[src/rtl/mac_pkg.sv]
// Shared types and elaboration-time helpers for the slice-serial MAC.
package mac_pkg;

    // Controller states: wait for a word, run its slices, hold a result.
    typedef enum logic [1:0] {
        IDLE = 2'd0,
        MAC  = 2'd1,
        HOLD = 2'd2
    } state_e;

    // Number of slices per attribute/coefficient word.
    function automatic int unsigned num_slices(input int unsigned attr_w,
                                               input int unsigned slice_w);
        return attr_w / slice_w;
    endfunction

    // Counter width for n states; never narrower than one bit.
    function automatic int unsigned clog2(input int unsigned n);
        int unsigned w;
        w = 1;
        while ((32'd1 << w) < n) begin
            w = w + 1;
        end
        return w;
    endfunction

endpackage

[src/rtl/mac_slice_acc_if.sv]
// Word-in / result-out handshake bundle for mac_slice_acc.
interface mac_slice_acc_if #(
    parameter int unsigned ATTR_WIDTH = 24,
    parameter int unsigned ACC_WIDTH  = 20
);
    logic                  in_valid;
    logic                  in_ready;
    logic [ATTR_WIDTH-1:0] in_attr;
    logic [ATTR_WIDTH-1:0] in_coef;
    logic                  in_last;
    logic                  out_valid;
    logic                  out_ready;
    logic [ACC_WIDTH-1:0]  out_acc;
    logic                  out_ovf;

    // Producer of words and consumer of results.
    modport master (
        output in_valid, in_attr, in_coef, in_last, out_ready,
        input  in_ready, out_valid, out_acc, out_ovf
    );

    // The MAC itself.
    modport slave (
        input  in_valid, in_attr, in_coef, in_last, out_ready,
        output in_ready, out_valid, out_acc, out_ovf
    );
endinterface

[src/rtl/mac_slice_mul.sv]
// Combinational slice multiplier; product extended to the accumulator width.
module mac_slice_mul #(
    parameter int unsigned SLICE_WIDTH = 8,
    parameter int unsigned ACC_WIDTH   = 20,
    parameter int unsigned SIGNED      = 0
) (
    input  logic [SLICE_WIDTH-1:0] a,
    input  logic [SLICE_WIDTH-1:0] b,
    output logic [ACC_WIDTH-1:0]   prod
);
    localparam int unsigned PW = 2 * SLICE_WIDTH;

    logic          sa;
    logic          sb;
    logic [PW-1:0] p;

    // Extend operands to the full product width first; the low PW bits of the
    // wide product are then exact for both signed and unsigned slices.
    always_comb begin
        sa = (SIGNED != 0) ? a[SLICE_WIDTH-1] : 1'b0;
        sb = (SIGNED != 0) ? b[SLICE_WIDTH-1] : 1'b0;
        p  = {{SLICE_WIDTH{sa}}, a} * {{SLICE_WIDTH{sb}}, b};
    end

    if (ACC_WIDTH > PW) begin : g_ext
        logic ext_bit;
        assign ext_bit = (SIGNED != 0) ? p[PW-1] : 1'b0;
        assign prod    = {{(ACC_WIDTH - PW){ext_bit}}, p};
    end else begin : g_noext
        assign prod = p[ACC_WIDTH-1:0];
    end

endmodule

[src/rtl/mac_slice_acc.sv]
// Slice-serial multiply-accumulate: one slice pair per cycle, MSB slice first,
// accumulating across words until a word flagged last, then holding the result.
// Optional build macro MAC_SAT_EN: saturate the accumulator on overflow instead of wrapping.
module mac_slice_acc
    import mac_pkg::*;
#(
    parameter int unsigned ATTR_WIDTH  = 24,
    parameter int unsigned SLICE_WIDTH = 8,
    parameter int unsigned ACC_WIDTH   = 20,
    parameter int unsigned SIGNED      = 0
) (
    input  logic                  clk,
    input  logic                  rst_n,
    input  logic                  acc_clr,
    mac_slice_acc_if.slave        bus,
    output logic                  busy
);
    localparam int unsigned NUM_SLICES = num_slices(ATTR_WIDTH, SLICE_WIDTH);
    localparam int unsigned CNT_W      = clog2(NUM_SLICES);
    localparam logic [CNT_W-1:0] LAST_CNT = CNT_W'(NUM_SLICES - 1);

    state_e                state_q;
    logic [ACC_WIDTH-1:0]  acc_q;
    logic [CNT_W-1:0]      slice_cnt_q;
    logic [ATTR_WIDTH-1:0] attr_q;
    logic [ATTR_WIDTH-1:0] coef_q;
    logic                  last_q;
    logic                  ovf_q;
    logic [ACC_WIDTH-1:0]  out_acc_q;
    logic                  out_ovf_q;
    logic                  out_valid_q;

    logic [ACC_WIDTH-1:0]  prod;
    logic [ACC_WIDTH:0]    sum_w;
    logic [ACC_WIDTH-1:0]  sum;
    logic                  step_ovf;
    logic [ACC_WIDTH-1:0]  acc_next;

    // Word registers shift left each MAC cycle, so the current slice is always on top.
    mac_slice_mul #(
        .SLICE_WIDTH (SLICE_WIDTH),
        .ACC_WIDTH   (ACC_WIDTH),
        .SIGNED      (SIGNED)
    ) u_mul (
        .a    (attr_q[ATTR_WIDTH-1 -: SLICE_WIDTH]),
        .b    (coef_q[ATTR_WIDTH-1 -: SLICE_WIDTH]),
        .prod (prod)
    );

    // Accumulate step: wrapped sum, overflow detect and optional clamp.
    always_comb begin
        sum_w = {1'b0, acc_q} + {1'b0, prod};
        sum   = sum_w[ACC_WIDTH-1:0];
        if (SIGNED != 0) begin
            step_ovf = (acc_q[ACC_WIDTH-1] == prod[ACC_WIDTH-1]) &&
                       (sum[ACC_WIDTH-1] != acc_q[ACC_WIDTH-1]);
        end else begin
            step_ovf = sum_w[ACC_WIDTH];
        end
`ifdef MAC_SAT_EN
        acc_next = sum;
        if (step_ovf) begin
            if (SIGNED == 0) begin
                acc_next = '1;
            end else if (prod[ACC_WIDTH-1]) begin
                acc_next = {1'b1, {(ACC_WIDTH - 1){1'b0}}};
            end else begin
                acc_next = {1'b0, {(ACC_WIDTH - 1){1'b1}}};
            end
        end
`else
        acc_next = sum;
`endif
    end

    // Controller and datapath registers; acc_clr overrides every handshake.
    always_ff @(posedge clk or negedge rst_n) begin
        if (!rst_n) begin
            state_q     <= IDLE;
            acc_q       <= '0;
            slice_cnt_q <= '0;
            attr_q      <= '0;
            coef_q      <= '0;
            last_q      <= 1'b0;
            ovf_q       <= 1'b0;
            out_acc_q   <= '0;
            out_ovf_q   <= 1'b0;
            out_valid_q <= 1'b0;
        end else if (acc_clr) begin
            state_q     <= IDLE;
            acc_q       <= '0;
            slice_cnt_q <= '0;
            ovf_q       <= 1'b0;
            out_valid_q <= 1'b0;
        end else begin
            unique case (state_q)
                IDLE: begin
                    if (bus.in_valid) begin
                        attr_q      <= bus.in_attr;
                        coef_q      <= bus.in_coef;
                        last_q      <= bus.in_last;
                        slice_cnt_q <= '0;
                        state_q     <= MAC;
                    end
                end
                MAC: begin
                    attr_q      <= attr_q << SLICE_WIDTH;
                    coef_q      <= coef_q << SLICE_WIDTH;
                    slice_cnt_q <= slice_cnt_q + CNT_W'(1);
                    if (slice_cnt_q == LAST_CNT && last_q) begin
                        out_acc_q   <= acc_next;
                        out_ovf_q   <= ovf_q | step_ovf;
                        out_valid_q <= 1'b1;
                        acc_q       <= '0;
                        ovf_q       <= 1'b0;
                        state_q     <= HOLD;
                    end else begin
                        acc_q <= acc_next;
                        ovf_q <= ovf_q | step_ovf;
                        if (slice_cnt_q == LAST_CNT) begin
                            state_q <= IDLE;
                        end
                    end
                end
                HOLD: begin
                    if (bus.out_ready) begin
                        out_valid_q <= 1'b0;
                        state_q     <= IDLE;
                    end
                end
                default: state_q <= IDLE;
            endcase
        end
    end

    // Handshake and status outputs.
    always_comb begin
        bus.in_ready  = (state_q == IDLE) && !acc_clr;
        bus.out_valid = out_valid_q;
        bus.out_acc   = out_acc_q;
        bus.out_ovf   = out_ovf_q;
        busy          = (state_q != IDLE);
    end

endmodule

[src/flat_wrapper.sv]
// flat-port wrapper written by rule: the top's interface ports become plain ports
module mac_slice_acc_flat import mac_pkg::*;
#(
    parameter int unsigned ATTR_WIDTH  = 24,
    parameter int unsigned SLICE_WIDTH = 8,
    parameter int unsigned ACC_WIDTH   = 20,
    parameter int unsigned SIGNED      = 0
)
  (clk, rst_n, acc_clr, busy, bus_in_valid, bus_in_attr, bus_in_coef, bus_in_last, bus_out_ready, bus_in_ready, bus_out_valid, bus_out_acc, bus_out_ovf);
  mac_slice_acc_if #(.ATTR_WIDTH(ATTR_WIDTH), .ACC_WIDTH(ACC_WIDTH)) bus_i ();
  input  logic clk;
  input  logic rst_n;
  input  logic acc_clr;
  output logic busy;
  input wire logic [$bits(bus_i.in_valid)-1:0] bus_in_valid;
  input wire logic [$bits(bus_i.in_attr)-1:0] bus_in_attr;
  input wire logic [$bits(bus_i.in_coef)-1:0] bus_in_coef;
  input wire logic [$bits(bus_i.in_last)-1:0] bus_in_last;
  input wire logic [$bits(bus_i.out_ready)-1:0] bus_out_ready;
  output wire logic [$bits(bus_i.in_ready)-1:0] bus_in_ready;
  output wire logic [$bits(bus_i.out_valid)-1:0] bus_out_valid;
  output wire logic [$bits(bus_i.out_acc)-1:0] bus_out_acc;
  output wire logic [$bits(bus_i.out_ovf)-1:0] bus_out_ovf;
  assign bus_i.in_valid = bus_in_valid;
  assign bus_i.in_attr = bus_in_attr;
  assign bus_i.in_coef = bus_in_coef;
  assign bus_i.in_last = bus_in_last;
  assign bus_i.out_ready = bus_out_ready;
  assign bus_in_ready = bus_i.in_ready;
  assign bus_out_valid = bus_i.out_valid;
  assign bus_out_acc = bus_i.out_acc;
  assign bus_out_ovf = bus_i.out_ovf;
  mac_slice_acc #(.ATTR_WIDTH(ATTR_WIDTH), .SLICE_WIDTH(SLICE_WIDTH), .ACC_WIDTH(ACC_WIDTH), .SIGNED(SIGNED)) u_core (.clk(clk), .rst_n(rst_n), .acc_clr(acc_clr), .bus(bus_i), .busy(busy));
endmodule
[config.mk]
export PLATFORM = sky130hd
export DESIGN_NAME = mac_slice_acc_flat
export DESIGN_NICKNAME = d
export VERILOG_FILES = /design/src/rtl/mac_pkg.sv /design/src/rtl/mac_slice_acc_if.sv /design/src/rtl/mac_slice_mul.sv /design/src/rtl/mac_slice_acc.sv /design/src/flat_wrapper.sv
export SDC_FILE = /design/constraint.sdc
export NUM_CORES = 1
export LEC_CHECK = 0
export BUFFER_PORTS_ARGS = -buffer_cell sky130_fd_sc_hd__buf_2
export CAP_MARGIN = 20
export CORE_MARGIN = 1
export CORE_UTILIZATION = 34
export DETAILED_ROUTE_END_ITERATION = 16
export PLACE_DENSITY_LB_ADDON = 0.05
export SLEW_MARGIN = 20
export SYNTH_ARGS = -nofsm -noshare
export SYNTH_HDL_FRONTEND = slang
export SYNTH_SLANG_ARGS = --single-unit
[constraint.sdc]
create_clock -name clk -period 5.7 [get_ports clk]
set_input_delay 0.855 -clock clk [delete_from_list [all_inputs] [get_ports clk]]
set_output_delay 0.855 -clock clk [all_outputs]
set_load 0.005 [all_outputs]
==> results of run 1 <==
==> registers in the layout (all words and copies together), names as in the netlist <==
signal                count
u_core.acc_q             20
u_core.attr_q            24
u_core.bus.out_acc       20
u_core.bus.out_ovf        1
u_core.bus.out_valid      1
u_core.coef_q            24
u_core.last_q             1
u_core.ovf_q              1
u_core.slice_cnt_q        2
u_core.state_q            2
==> cells by family (layout without fill, tap and decap cells) <==
| logic type | count (synthesis) | in the layout | synth area share (%) |
|---|---|---|---|
| muxes | 44 | 44 | 6.62 |
| and+or+nand+nor | 210 | 210 | 14.4 |
| AOI/OAI and AO/OA | 128 | 128 | 12.1 |
| buffers and inverters | 135 | 197 | 7.57 |
| adders and majority gates | 93 | 93 | 22.6 |
| xor gates and xnor gates | 11 | 11 | 1.41 |
| DFF | 96 | 96 | 35.3 |
==> layer usage <==
metal  vias to the layer above  global-route usage, %
met3                        14                   2.67
met2                        72                   29.9
li1                       2450                      -
met5                         -                      0
met1                      2552                   22.5
met4                         0                   5.82
==> cells in the mapped netlist, drive strengths merged (2+ instances only) <==
cell,count
a31oi,3
or4,3
o22ai,2
mux2,8
o211ai,3
a21oi,22
nand4,3
nor2,19
nand2b,6
a211oi,3
and3,2
ha,43
nor3,7
o31a,2
a22oi,2
xnor2,7
mux2i,36
inv,100
and2,37
a21o,4
a211o,2
buf,7
xor2,4
dfrtp,96
o21ai,53
clkbuf,28
nand3,10
fa,50
nand2,111
a22o,24
or3,3
or2,3
nor2b,5
==> cell type report <==
| cell class | instances | area (sq um) |
|---|---|---|
| Timing Repair Buffer | 82 | 425 |
| Tap cell | 265 | 332 |
| Multi-Input combinational cell | 486 | 3910 |
| Fill cell | 2008 | 11800 |
| Clock buffer | 10 | 229 |
| Sequential cell | 96 | 2400 |
| Clock inverter | 5 | 41.3 |
| Inverter | 100 | 375 |
==> per-stage QoR <==
stage	total power, uW	utilization (%)	area, sq um	hold slack (ns)	setup slack, ns
final	3190	39.5	7720	0.403	0.896
after floorplan	2180	-	6810	0.448	1.23
after CTS	3270	39.5	7720	0.404	0.880
after detailed placement	2660	38.1	7450	0.463	0.897
after global placement	2660	38.1	7450	0.462	0.980
after global routing	3570	39.5	7720	0.417	0.607
==> worst min-delay path by stage <==
stage | start | to | slack (ns) | cells after the start
global route | rst_n | u_core.coef_q[2] | 0.42 | 1
finish | rst_n | u_core.coef_q[2] | 0.40 | 1
global placement | u_core.bus.out_acc[8] | u_core.bus.out_acc[8] | 0.46 | 2
detailed placement | u_core.bus.out_acc[0] | u_core.bus.out_acc[0] | 0.46 | 2
CTS | rst_n | u_core.coef_q[2] | 0.40 | 1
floorplan | u_core.slice_cnt_q[0] | u_core.slice_cnt_q[0] | 0.45 | 1
==> where the power goes <==
part	internal [uW]	switching, uW
combinational	684	1000
sequential	808	117
clock	298	283
total	1790	1400
==> reports/metrics.yaml, run 1 <==
status:
  status: "completed"
grt:
  overflow: 0
  grtUsageTotal_pct: 17.5
  grt_pass1_vias: 5511
  grt_first_pass_wirelength_um: 27800
  grt_max_degree: 81
  antenna_found_initial: 0
die:
  dieArea_sq_um: 20600
  die_w_um: 144
  ios: 78
  core_area_sq_um: 19500
  core.rowCount: 51
  initial_core_util_pct: 34.9
  die_y_um: 144
cts:
  cts_sinks: 96
  post_cts_resized: 0
  clockRootBuffer: "clkbuf_16"
  cts_tree: "done"
  cts_made_buffers: 9
  clock_path_buffers: 2
  post_cts_buffers: 0
  cts_htree_levels: 3
  cts.reportedPaths.clkPinSlew_ns: 0.07
  clk_latency_ns: 0.35
  ctsHoldBuffers: 0
critical_path:
  path_max_fanout: 9
  timing.rr.start: "u_core.attr_q[22]"
  cp-endpoint: "u_core.bus.out_acc[17]"
  cpMaxStageDelayCell: "dfrtp_1"
  crit_start: "u_core.attr_q[22]"
  required_ns: 5.94
  worstPathArrival_ns: 5.04
  cp-start-kind: "flop"
  crit_path_end_kind: "flop"
  max_stage_delay_ns: 0.55
  crit_type: "reg2reg"
  crit_path_frequent_cell: "fa_1"
  r2r_setup_slack_ns: 0.90
  cp_top_family: "adder cells"
  critPathBufInv: 3
  crit_chain: "nand2_1, fa_1, inv_1, fa_1, fa_1, inv_1, fa_1, inv_1, ha_1, a21oi_1, o21ai_1, or4_1, o22ai_1, xnor2_1, mux2_2"
  r2r-end: "u_core.bus.out_acc[17]"
  reg2reg_depth: 15
  cp.depth: 15
synthesis:
  syn_inst: 717
  yosysWarnings: 0
  synth_edf_count: 0
  yosys.area.top_type: "dfrtp_1"
  synth_top_area_share_pct: 35.3
  netlist_top_cells_area: "dfrtp_1 (35%), fa_1 (15%), ha_1 (7.9%)"
  ys_types: 48
  syn_avg_cell_area_sq_um: 9.50
  synth_flop_cell: "dfrtp_1"
  synth.ff_latch_count: 96
  ys_seq_area_share_pct: 35.3
  syn_area_sq_um: 6810
  syn_nets: 864
  async_flop_share_pct: 100
routing:
  firstDrtPassIters: 4
  met1Wirelength_um: 7410
  wl_um: 16100
  routed.top_layer: "met4"
  drtAntennaViolNets: 0
  vias_per_cell: 4.87
  vias: 5088
  wl_met3_um: 559
  drc: 0
  drt_iter0_drc: 287
  met2_length_um: 7820
  wl_per_cell_um: 15.4
placement:
  dp_hpwl_um: 12300
  dpl.cell_count: 1029
  port-buffer-count: 77
  gp_congestion: 0.788
timing:
  setup_viol: 0
  tightest_slew_ns: 0.970
  max_freq_mhz: 208
  hold_viol: 0
  fin_crit_ns: 4.80
  rsz0062_at_grt: "no"
  tns_ns: 0
  slew_violations: 0
  min_period_over_period_pct: 84.3
  clock_skew_ns: 0.0105
  slew_headroom_pct: 35.1
cells_and_area:
  nNetsFinal: 922
  final_common_cell: "nand2_1"
  drive_above_1_share_pct: 14.8
  layout_common_cells: "nand2_1 (111), inv_1 (100), dfrtp_1 (96), buf_2 (76), fa_1 (50)"
  area_growth_pct: 13.3
  diodes: 0
  final_cells: 1044
run:
  max_cap_viol_count: 0
power:
  ir_drop_uv: 201
  cellPowerDensity_nw_per_um2: 414
  p_leak_uw: 0.00391
min_path:
  min_path_type: "in2async"
Note: power is estimated with default switching activity, not from simulation.
==> run 2: changes to the inputs <==
- clock period: 5.7 -> 3.87 ns (I/O delays scaled with it)
==> reports/metrics.yaml, run 2 (synthesis results as in run 1) <==
timing:
  worst_slack_ns: -0.503
  fin_crit_ns: 4.37
  clock_skew_ns: 0.0114
  slew_headroom_pct: 26.3
  tightest_slew_ns: 1.10
  max_freq_mhz: 229
  rsz0062_at_grt: "yes"
  min_period_over_period_pct: 113
  setup_viol: 24
  hold_viol: 0
  slew_violations: 0
power:
  p_seq_share_pct: 21.1
  pwr-share-clk_pct: 14.1
  cellPowerDensity_nw_per_um2: 719
  switching_share_pct: 42.1
  power_frac_comb_pct: 64.9
  p_int_uw: 3700
  ir_drop_uv: 513
  p_switching_uw: 2700
  p_leak_uw: 0.00442
  power.total_uw: 6400
routing:
  wl_met3_um: 360
  drtAntennaViolNets: 0
  wl_per_cell_um: 15.1
  vias: 5351
  firstDrtPassIters: 4
  drt_iter0_drc: 181
  wl_um: 16900
  drc: 0
  vias_per_cell: 4.77
  met2_length_um: 8380
  routed.top_layer: "met4"
  met1Wirelength_um: 7960
grt:
  grt_first_pass_wirelength_um: 28200
  grt_pass1_vias: 5681
  grt_max_degree: 55
  grtUsageTotal_pct: 17.9
  antenna_found_initial: 1
  overflow: 0
status:
  status: "finished with violations"
  violations: "negative setup slack"
critical_path:
  crit_path_frequent_cell: "fa_1"
  worstPathArrival_ns: 4.66
  cp_top_family: "adder cells"
  cp-start-kind: "flop"
  crit_chain: "buf_4, and2_4, fa_1, fa_1, fa_1, inv_1, fa_1, inv_2, ha_4, a21o_1, nand2_1, o21ai_2, buf_4, or4_4, mux2i_1, a221o_1"
  max_stage_delay_ns: 0.54
  r2r_setup_slack_ns: -0.50
  required_ns: 4.16
  path_max_fanout: 5
  crit_type: "reg2reg"
  critPathBufInv: 4
  crit_path_end_kind: "flop"
  cpMaxStageDelayCell: "fa_1"
die:
  core.rowCount: 51
  die_w_um: 144
  dieArea_sq_um: 20600
  core_area_sq_um: 19500
  ios: 78
  initial_core_util_pct: 34.9
  die_y_um: 144
placement:
  gp_congestion: 0.848
  port-buffer-count: 77
  placed_area_sq_um: 8030
  dp_slack_ns: -0.547
  dpl.cell_count: 1086
  dp_hpwl_um: 12800
cts:
  clk_latency_ns: 0.36
  cts.reportedPaths.clkPinSlew_ns: 0.08
  cts_htree_levels: 3
  cts_sinks: 96
  cts_tree: "done"
  clockRootBuffer: "clkbuf_16"
  clock_path_buffers: 2
  cts_made_buffers: 9
  ctsHoldBuffers: 0
cells_and_area:
  final_common_cell: "nand2_1"
  seqCellArea_sq_um: 2420
  post-route-util_pct: 45.6
  top_regs: "u_core.attr_q x24, u_core.coef_q x24"
  layout_common_cells: "nand2_1 (101), inv_1 (93), dfrtp_1 (83), buf_2 (76), buf_4 (71)"
  final_cells: 1122
  fin_area_sq_um: 8910
  area_growth_pct: 30.8
  multi_input_area_sq_um: 4440
  fill_cells: 1950
  nNetsFinal: 999
  drive_above_1_share_pct: 33.3
  diodes: 0
run:
  max_cap_viol_count: 0
min_path:
  min_path_type: "in2async"
-- run 2: cell types whose count changed in the layout (fill, tap and decap cells not counted), moves of 7 or more --
cell,before,now
a21oi_1,21,12
dfrtp_2,0,13
inv_2,0,7
nand2_1,111,101
o21ai_0,49,41
buf_6,0,11
buf_4,6,71
dfrtp_1,96,83
ha_4,0,12
ha_1,43,30
inv_1,100,93
-- run 2: power by group through the flow --
stage	Clock [uW]	Sequential, uW	Combinational, uW
floorplan	0	1310	2360
global placement	0	1360	3420
detailed placement	0	1370	3440
CTS	933	1350	3760
global route	981	1380	4640
finish	900	1350	4150
-- run 2: what timing repair did --
action | in CTS | in global routing
cloned | 0 | 0
pin swaps | 17 | 32
gates resized for setup | 49 | 49
setup buffers | 7 | 15
setup endpoints to repair | 29 | 30
endpoints found under the hold margin | 0 | 0
-- run 2: final cells by class --
| class | instances | share of cell area [%] |
|---|---|---|
| multi-input combinational | 486 | 49.9 |
| timing repair buffer | 159 | 11.9 |
| inverter | 100 | 4.21 |
| clock inverter | 7 | 0.660 |
| sequential | 96 | 27.1 |
| tap | 265 | 3.72 |
| clock buffer | 9 | 2.53 |
-- run 2: per-stage QoR --
stage / hold WS (ns) / TNS (ns)
after CTS: 0.276 / -7.56
after floorplan: 0.285 / -1.98
after detailed placement: 0.462 / -9.63
after global routing: 0.296 / -12.94
after global placement: 0.460 / -9.33
final: 0.246 / -8.72
-- run 2: metal layers --
| metal | global-route usage [%] | up-vias |
|---|---|---|
| li1 | - | 2605 |
| met2 | 30.7 | 54 |
| met1 | 23.3 | 2681 |
| met4 | 4.42 | 0 |
| met5 | 0 | - |
| met3 | 3.03 | 11 |
-- run 2: worst paths after layout --
path	cells after the start	endpoint	from
worst min-delay path	1	u_core.coef_q[3]	rst_n
worst max-delay path	16	u_core.acc_q[16]	u_core.attr_q[20]
worst min register to register	1	u_core.slice_cnt_q[0]	u_core.slice_cnt_q[0]
worst max register to register	16	u_core.acc_q[16]	u_core.attr_q[20]
max in group asynchronous	2	u_core.acc_q[16]	rst_n
min in group clk	2	u_core.attr_q[0]	bus_in_attr[0]
-- run 2: worst register-to-register path, stage by stage, from the launching register on --
cell     delay (ns)
dfrtp_2        0.46
buf_4          0.17
and2_4         0.14
fa_1           0.53
fa_1           0.44
fa_1           0.54
inv_1          0.05
fa_1           0.51
inv_2          0.04
ha_4           0.17
a21o_1         0.21
nand2_1        0.09
o21ai_2        0.06
buf_4          0.14
or4_4          0.50
mux2i_1        0.14
a221o_1        0.12
==> run 3: changes to the inputs <==
- CORE_UTILIZATION: 34 -> 52
==> reports/metrics.yaml, run 3 (synthesis results as in run 1) <==
status:
  violations: "negative setup slack"
  status: "finished with violations"
placement:
  dp_slack_ns: -0.551
  placed_area_sq_um: 7920
  port-buffer-count: 77
  dp_hpwl_um: 12000
  gp_congestion: 0.834
  dpl.cell_count: 995
cells_and_area:
  final_common_cell: "nand2_1"
  diodes: 0
  nNetsFinal: 991
  post-route-util_pct: 68.0
  drive_above_1_share_pct: 31.8
  top_regs: "u_core.attr_q x24, u_core.coef_q x24"
  layout_common_cells: "nand2_1 (102), inv_1 (93), dfrtp_1 (83), buf_2 (76), buf_4 (63)"
  fin_area_sq_um: 8620
  final_cells: 1020
  area_growth_pct: 26.6
grt:
  grtUsageTotal_pct: 25.4
  grt_max_degree: 69
  grt_first_pass_wirelength_um: 26100
  grt_pass1_vias: 5508
  overflow: 0
  antenna_found_initial: 0
routing:
  vias: 5391
  drtAntennaViolNets: 0
  wl_per_cell_um: 15.4
  drt_iter0_drc: 203
  wl_um: 15700
  drc: 0
  firstDrtPassIters: 4
  vias_per_cell: 5.29
timing:
  hold_viol: 0
  fin_crit_ns: 4.37
  min_period_over_period_pct: 113
  clock_skew_ns: 0.00830
  worst_slack_ns: -0.500
  slew_headroom_pct: 40.3
  setup_viol: 23
  max_freq_mhz: 229
  tightest_slew_ns: 0.895
  slew_violations: 0
  rsz0062_at_grt: "yes"
die:
  ios: 78
  dieArea_sq_um: 13600
  core.rowCount: 41
  core_area_sq_um: 12700
  initial_core_util_pct: 53.7
  die_w_um: 116
  die_y_um: 116
cts:
  clockRootBuffer: "clkbuf_16"
  cts_tree: "done"
  cts_htree_levels: 3
  cts.reportedPaths.clkPinSlew_ns: 0.07
  clk_latency_ns: 0.36
  cts_made_buffers: 9
  clock_path_buffers: 2
  cts_sinks: 96
power:
  p_leak_uw: 0.00434
  power.total_uw: 6270
  ir_drop_uv: 532
  cellPowerDensity_nw_per_um2: 727
critical_path:
  path_max_fanout: 7
  worstPathArrival_ns: 4.61
  r2r_setup_slack_ns: -0.50
  r2r-end: "u_core.bus.out_acc[17]"
  crit_type: "reg2reg"
  crit_path_end_kind: "flop"
  timing.rr.start: "u_core.attr_q[21]"
  reg2reg_depth: 15
  required_ns: 4.11
  cp-start-kind: "flop"
run:
  max_cap_viol_count: 0
min_path:
  min_path_type: "in2async"
## run 3: what timing repair did
action,4_1_cts,5_1_grt
hold buffers,0,0
gates resized for setup,46,41
buffers inserted,6,4
endpoints found under the setup margin,25,28
pin swaps,28,13
endpoints found under the hold margin,0,0
## run 3: critical path, cell delays in order, from the launching register on
cell and delay, ns:
dfrtp_2 0.47, buf_4 0.16, and2_1 0.14, fa_1 0.49
fa_1 0.44, fa_1 0.54, inv_1 0.06, fa_1 0.52
inv_2 0.05, ha_4 0.23, a21oi_4 0.14, o21ai_2 0.10
or4_4 0.42, o22ai_2 0.13, xnor2_1 0.10, mux2_2 0.27
## run 3: layout make-up
type                       count  area, sq um
multi-input combinational    486         4320
fill                        1063         4050
sequential                    96         2420
timing repair buffer         151          988
inverter                     100          375
clock buffer                  11          243
tap                          172          215
clock inverter                 4         53.8
## run 3: how the worst max path moves through the flow
stage                      start                      to  slack [ns]  cells after the start
6_report       u_core.attr_q[21]  u_core.bus.out_acc[17]       -0.50                     15
5_1_grt        u_core.attr_q[21]  u_core.bus.out_acc[17]       -0.62                     15
4_1_cts        u_core.coef_q[23]  u_core.bus.out_acc[17]       -0.41                     14
3_5_place_dp   u_core.attr_q[22]  u_core.bus.out_acc[13]       -0.55                     16
3_3_place_gp   u_core.attr_q[22]  u_core.bus.out_acc[13]       -0.54                     16
2_1_floorplan  u_core.coef_q[23]  u_core.bus.out_acc[17]       -0.32                     14
## run 3: per-layer routing
metal  wire length, um  vias to the layer above  track usage, %
met4               374                        0            10.8
met2              8030                       87            43.9
met3               482                       26            3.43
met1              6830                     2684            32.1
met5                 0                        -               0
li1                  -                     2594               -
## run 3: per-stage QoR
stage / hold WS, ns / setup TNS, ns
after floorplan: 0.285 / -1.98
after global placement: 0.458 / -8.98
after detailed placement: 0.457 / -10.27
after CTS: 0.377 / -6.60
after global routing: 0.423 / -11.09
final: 0.344 / -7.58
## run 3: power breakdown
part	internal [uW]	switching (uW)	total [uW]	leakage [uW]
Clock	518	391	909	0.000138
Sequential	1200	156	1350	0.00124
Combinational	1950	2050	4000	0.00297
Total	3670	2600	6270	0.00434
